## config.mk

```make
export PLATFORM = sky130hd
export DESIGN_NAME = arith_result_serializer
export DESIGN_NICKNAME = d
export VERILOG_FILES = /design/src/rtl/arith_result_serializer.sv
export SDC_FILE = /design/constraint.sdc
export NUM_CORES = 1
export LEC_CHECK = 0
export ABC_AREA = 1
export BUFFER_PORTS_ARGS = -buffer_cell sky130_fd_sc_hd__buf_2
export CORE_ASPECT_RATIO = 0.8
export CORE_MARGIN = 4
export CORE_UTILIZATION = 30
export CTS_CLUSTER_DIAMETER = 120
export DETAILED_ROUTE_END_ITERATION = 6
export GPL_TIMING_DRIVEN = 0
export PLACE_DENSITY_LB_ADDON = 0.12
export SLEW_MARGIN = 0
export SYNTH_ARGS = -nofsm -noshare
export SYNTH_HDL_FRONTEND = slang
export SYNTH_SLANG_ARGS = --single-unit
```

## constraint.sdc

```tcl
create_clock -name clk -period 3.25 [get_ports clk]
set_clock_uncertainty 0.15 [all_clocks]
set_input_delay 0.65 -clock clk [delete_from_list [all_inputs] [get_ports clk]]
set_output_delay 0.65 -clock clk [all_outputs]
set_load 0.02 [all_outputs]
```

## src/rtl/arith_result_serializer.sv

```systemverilog
// Serializes one frame of six BW-bit arithmetic results into a tagged word stream.
// Optional RESULT_SUM_EN appends a registered mod-2^BW checksum as a seventh word.
module arith_result_serializer #(
  parameter int BW = 8
) (
  input  logic          clk,
  input  logic          rst,
  input  logic          in_valid,
  output logic          in_ready,
  input  logic [BW-1:0] s1,
  input  logic [BW-1:0] s2,
  input  logic [BW-1:0] s3,
  input  logic [BW-1:0] s4,
  input  logic [BW-1:0] s5,
  input  logic [BW-1:0] s6,
  output logic          out_valid,
  input  logic          out_ready,
  output logic [BW-1:0] out_data,
  output logic [2:0]    out_idx,
  output logic          out_last,
  output logic [15:0]   frame_cnt
);

  // Handshakes: a word/frame transfers on the rising edge where valid && ready;
  // the sender holds valid and payload until then, the receiver may toggle ready freely.

`ifdef RESULT_SUM_EN
  localparam logic [2:0] LAST = 3'd6;
`else
  localparam logic [2:0] LAST = 3'd5;
`endif

  typedef enum logic {
    IDLE = 1'b0,
    SEND = 1'b1
  } state_t;

  state_t      state;
  state_t      state_nxt;
  logic [2:0]  idx;
  logic [2:0]  idx_nxt;
  logic        accept;
  logic        frame_done;

  logic [BW-1:0] w1, w2, w3, w4, w5, w6;
`ifdef RESULT_SUM_EN
  logic [BW-1:0] wsum;
  logic [BW-1:0] sum_in;

  assign sum_in = s1 + s2 + s3 + s4 + s5 + s6;
`endif

  assign accept     = in_valid && in_ready;
  assign frame_done = (state == SEND) && out_ready && (idx == LAST);

  always_ff @(posedge clk or posedge rst) begin
    if (rst) begin
      state <= IDLE;
      idx   <= 3'd0;
    end else begin
      state <= state_nxt;
      idx   <= idx_nxt;
    end
  end

  // in_ready is only asserted while idle or on the handshake of the final word,
  // so a captured frame can never be overwritten before it is fully sent.
  always_comb begin
    state_nxt = state;
    idx_nxt   = idx;
    in_ready  = 1'b0;
    out_valid = 1'b0;
    case (state)
      IDLE: begin
        in_ready = 1'b1;
        if (in_valid) begin
          state_nxt = SEND;
          idx_nxt   = 3'd0;
        end
      end
      SEND: begin
        out_valid = 1'b1;
        if (out_ready) begin
          if (idx == LAST) begin
            in_ready  = 1'b1;
            idx_nxt   = 3'd0;
            state_nxt = in_valid ? SEND : IDLE;
          end else begin
            idx_nxt = idx + 3'd1;
          end
        end
      end
      default: begin
        state_nxt = IDLE;
        idx_nxt   = 3'd0;
      end
    endcase
  end

  always_ff @(posedge clk or posedge rst) begin
    if (rst) begin
      w1 <= '0;
      w2 <= '0;
      w3 <= '0;
      w4 <= '0;
      w5 <= '0;
      w6 <= '0;
    end else if (accept) begin
      w1 <= s1;
      w2 <= s2;
      w3 <= s3;
      w4 <= s4;
      w5 <= s5;
      w6 <= s6;
    end
  end

`ifdef RESULT_SUM_EN
  always_ff @(posedge clk or posedge rst) begin
    if (rst) begin
      wsum <= '0;
    end else if (accept) begin
      wsum <= sum_in;
    end
  end
`endif

  always_ff @(posedge clk or posedge rst) begin
    if (rst) begin
      frame_cnt <= 16'd0;
    end else if (frame_done) begin
      frame_cnt <= frame_cnt + 16'd1;
    end
  end

  // Output word is a pure function of the capture registers and idx, so it
  // holds steady under backpressure and never sees in_valid combinationally.
  always_comb begin
    out_data = '0;
    if (state == SEND) begin
      case (idx)
        3'd0:    out_data = w1;
        3'd1:    out_data = w2;
        3'd2:    out_data = w3;
        3'd3:    out_data = w4;
        3'd4:    out_data = w5;
        3'd5:    out_data = w6;
`ifdef RESULT_SUM_EN
        3'd6:    out_data = wsum;
`endif
        default: out_data = '0;
      endcase
    end
  end

  assign out_idx  = idx;
  assign out_last = (state == SEND) && (idx == LAST);

endmodule

```

; Word level (Yosys, flattened, before mapping)
; Index checks and enable logic that the tools add are counted.
[op_classes]
addsub = 2
n_reduce_logical = 6
n_mux = 14
n_bitwise = 1
eq_ne = 7
[op_table]
columns = op, n
row1 = one-hot mux 8 bit (6 select lines), 1
row2 = "adder 16 x 1 -> 16 bit, second input constant", 1
row3 = 2-to-1 mux 3 bit, 3
row4 = 2-to-1 mux 8 bit, 1
row5 = "== test 3 x 2 -> 1 bit, second input constant", 2
row6 = "== test 3 bit, second input constant", 2
row7 = 2-to-1 mux 1 bit, 6
row8 = one-hot mux 3 bit (2 select lines), 1
row9 = logical AND 1 bit, 4
row10 = "!= test 2 bit, second input constant", 2
row11 = one-hot mux 1 bit (2 select lines), 2
row12 = "adder 3 x 1 -> 3 bit, second input constant", 1
row13 = "== test 3 x 1 -> 1 bit, second input constant", 1
row14 = zero test 3 bit, 1
row15 = AND reduction 2 bit, 1
row16 = inverter 1 bit, 1
[totals]
wordCells = 39
regBits = 68
out_inout_bits = 30

; Logic depth before layout (Yosys ltp)
[logic_depth]
word_depth = 5
depth_mapped = 10
depth_no_buf = 8

; Least setup slack after synthesis
; Ideal clock, no wire load.
[synth_timing]
path_type = register to output
from = reg idx[2] (netlist: out_idx[2])
to = out out_data[0]
n_path_buf = 2
slack_ns = 0.738
stages_incl_launch_ff = 7
t_arrival_ns = 1.712
cell_sequence = dfrtp_1 -> clkbuf_1 -> inv_2 -> ha_1 -> buf_1 -> a22oi_1 -> a21oi_1
[synth_between]
elab_chain_len = 3
word_cells_on_any_way = 8
classes_between = eq/ne: 5 / mux: 2 / reduce/logical: 1
[synth_rtl]
columns = element, line_no
row1 = "start, declared", 40  ; logic [2:0] idx;
row2 = "start signal, assigned", 62  ; idx <= idx_nxt;
row3 = "== test 3 bit, or another cell as far along", 141  ; case (idx)
row4 = one-hot mux 8 bit (6 select lines) (*), 141
row5 = 2-to-1 mux 8 bit (*), 140  ; if (state == SEND) begin
row6 = "end, declared", 18  ; output logic [BW-1:0] out_data,
; Mark *: on every way between the ends. The rest lies on a longest branch, timed or not.

; Worst setup path after layout
[layout_timing]
from = reg idx[2] (netlist: out_idx[2])
to = out out_data[4]
; Same word-level chain as after synthesis.

==> impl.org <==
** Job
- Max cap viols :: 0

** Power
- Power density normalized to cell area :: between 800 and 900 mW/mm^2
- VDD sags by at most ~440 uV.
- Standby leakage power :: approximately 0.0023 uW
- Final total power :: between 3000 and 4000 uW

** CTS
- For this design, the sink count on the clock tree is between 60 and 70.
- Count of hold buffers inserted by post-cts repair :: 0
- # H-tree levels :: 3
- Worst-Skew Late Latency :: between 0.3 and 0.4 ns
- In this run, CTS created clock tree buffers numbering 9.
- Clock root cell :: clkbuf_16
- TritonCTS built the clock tree.
- Maximum clock path buffer count :: 2
- Clock-pin slew on the worst setup and hold paths :: about 0.050 ns

** Worst setup path
- Data arrival at the endpoint of the critical path :: about 2.3 ns
- The worst setup path is launched from a flop.
- Counting cells, the worst reg-to-reg path comes to 8.
- Along the worst path, the maximum fanout reaches 10.
- The worst setup path is of the flop to output pin kind.
- Register-to-register setup slack :: 1.34 ns
- Worst Path Required :: 2.45 ns
- STA classifies the critical path endpoint as an output pin.
- Reg2Reg Capture Point :: w5[0]
- Worst flop-to-flop path startpoint :: out_idx[1]

** Timing
- Setup violations remaining at the end of the flow were counted as 0.
- Worst slew pin tran :: just under 0.9 ns
- The tightest hold path in the finished design has a slack of around 0.32 ns.
- Post-layout worst setup margin :: about 0.17 ns
- Slew Viols, Final :: 0
- Derived from the worst setup path, the maximum achievable clock frequency is 325 MHz.
- Unrepaired setup endpoints after global routing :: no
- Max_slew headroom :: around 40%
- Share of the clock period used by the worst path :: 94.7%
- The worst path in the final design needs a cycle of between 3 and 4 ns, including I/O delays and setup.
- Endpoints failing hold :: 0

** Min path
- The worst hold path begins at w1[1].
- Instance count along the most critical hold path :: 2
- Min-Delay Endpoint :: w1[1]
- Type of the most critical hold path :: flop to flop

** GRT
- Pin count of the biggest net entering global routing :: between 60 and 70
- The number of global-route vias before repair came to 2964.
- Number of antenna violations at the first check in global routing :: 0
- GRT overflow :: 0
- The first global-routing pass estimated around 16000 um of wire.
- Global routing consumed, over all layers together, 15.9% of the routing resources.

** Synth
- Dominant register cell in the synthesized netlist :: dfrtp_1
- Count of synthesis-stage warnings from yosys :: 0
- Async S/R FF share, synth :: 100%
- Counting every net in the synthesized netlist gives about 480.
- Yosys instantiated no cell more often than nand2_1.
- Synthesis instantiated 22 different standard cells from the library.
- By count the netlist is led by nand2_1, nand3_1, dfrtp_1.
- Counting flops with a built-in enable in the synthesized netlist gives 0.
- Synthesis produced 430 cells.
- Summing every instance area after synthesis gives 0.00330 mm^2.
- Counting flops and latches in the post-synthesis netlist gives roughly 70.
- Cell types with the largest area share after synthesis :: dfrtp_1, nand2_1, nand3_1, nor2_1, inv_1
- Proportion of synthesized chip area in sequential cells :: between 50% and 60%
- Library cell occupying the most area in the post-synthesis netlist :: dfrtp_1
- Each instance of the synthesized netlist takes up on average ~7.7 um^2.
- Yosys top cell area share :: about half

** Place
- OpenSTA, run right after detailed placement, puts the worst setup slack at 0.268 ns.
- At the end of routability-driven placement, the weighted congestion stood at about 0.8.
- After detailed placement, the total cell area comes to 0.00388 mm^2.
- Count of buffers from port buffering :: 81
- Hpwl dp :: between 7000 and 8000 um

** Detailed routing
- Average via count per standard cell :: ~4.6
- Vias :: around 3000
- Count of routing violations after the opening detailed-route iteration :: 230
- Post-route ant nets :: 0
- The first detailed-routing pass took 4 iterations.
- Wirelength per Cell :: roughly 15 um
- Drt drc :: 0
- Final wirelength :: between 9000 and 10000 um

** Layout
- The number of antenna diodes in the final layout is 0.
- Final Cell Area :: about 0.0042 mm^2
- From synthesis to final layout, the design area changed by 26.8%.
- Layout cells sized above 1 :: a little over a fifth
- Cells fill about 40% of the core in the end.
- For this run, the post-layout net count is roughly 580.

** Floorplanning
- Row generation in the floorplan step produced 33 rows.
- Height of the chip :: about 100 um
- 82 I/O pins were placed.
- Width of the die :: approximately 130 um
- In this run the standard cell core region covers approximately 0.010 mm^2.
- Once the floorplan was initialized, standard cells occupied 31.5% of the core.
- Die footprint :: around 0.013 mm^2

** Run status
- The flow ran to the end, and the final reports show no timing, DRC or antenna violations.
## per-layer routing
| metal | global-route usage, % | vias to the layer above | part of all wire [%] |
|---|---|---|---|
| met3 | 4.65 | 8 | 4.6 |
| li1 | - | 1556 | - |
| met2 | 22.5 | 61 | 41 |
| met1 | 23.8 | 1413 | 54 |
| met4 | 4.25 | 0 | 0.84 |
| met5 | 0 | - | 0 |
## through the flow
stage                     std cells  TNS, ns
after global routing            666        0
after global placement          651   -17.71
after floorplan                 430        0
after detailed placement        651        0
final                           666        0
after CTS                       667        0
## what timing repair did
| action | in CTS | in global routing |
|---|---|---|
| buffers inserted | 0 | 0 |
| resized for setup | 1 | 0 |
| endpoints found under the setup margin | 4 | 6 |
## state kept, by name, indices dropped and copies added, names as in the netlist
name,cells
frame_cnt,16
out_idx,3
w2,8
w6,8
w3,8
state,1
w1,8
w5,8
w4,8
## how the worst max path moves through the flow
stage                          start  slack [ns]            to  cells past startpoint
after floorplan                  rst        0.74  frame_cnt[0]                      1
after CTS                 out_idx[2]        0.04   out_data[4]                      9
after global routing      out_idx[2]        0.04   out_data[4]                      8
after detailed placement  out_idx[2]        0.27   out_data[4]                      9
final                     out_idx[2]        0.17   out_data[4]                      8
after global placement           rst       -0.27         w6[1]                      2
## critical path, stage by stage, from the launching register on
cell and delay (ns):
dfrtp_1 0.40, clkbuf_2 0.24, inv_2 0.22, ha_1 0.39
nand2_1 0.08, nand2_1 0.12, nor2_1 0.06, a21oi_1 0.20
buf_2 0.22
## where the power goes
| part | internal [uW] | switching [uW] |
|---|---|---|
| Sequential | 1190 | 231 |
| Clock | 633 | 366 |
| Combinational | 413 | 810 |
| Total | 2240 | 1410 |
## final cells by class
| class | count | area, um^2 |
|---|---|---|
| fill | 1127 | 6300 |
| sequential | 68 | 1700 |
| multi-input combinational | 320 | 1410 |
| timing repair buffer | 81 | 405 |
| clock buffer | 12 | 256 |
| tap | 140 | 175 |
| buffer | 19 | 103 |
| inverter | 22 | 85.1 |
| clock inverter | 4 | 47.5 |
## kinds of logic after synthesis
family	after synthesis	share of synthesized area (%)
fa+ha+maj	2	0.758
flops	68	51.6
simple gates	290	36.3
compound gates	19	3.34
xor+xnor	9	2.39
buf+inv	42	5.69
## placed cells by master (no fill, tap or decap), types with 2 or more instances in the layout
cell type  synthesis  final
a21oi_1           10     10
clkbuf_8           0      2
ha_1               2      2
nand3_1           73     73
clkbuf_1           5      5
clkinv_2           0      2
clkbuf_16          0      9
buf_1              3      2
xor2_1             5      5
a22oi_1            4      4
nand2_1          182    182
nor2_1            27     27
o21ai_0            3      3
dfrtp_1           68     68
buf_6              2      2
buf_2              9     90
nand4_1            6      6
xnor2_1            4      4
nor3_1             2      2
inv_1             20     19
(Power assumes the default switching activity.)
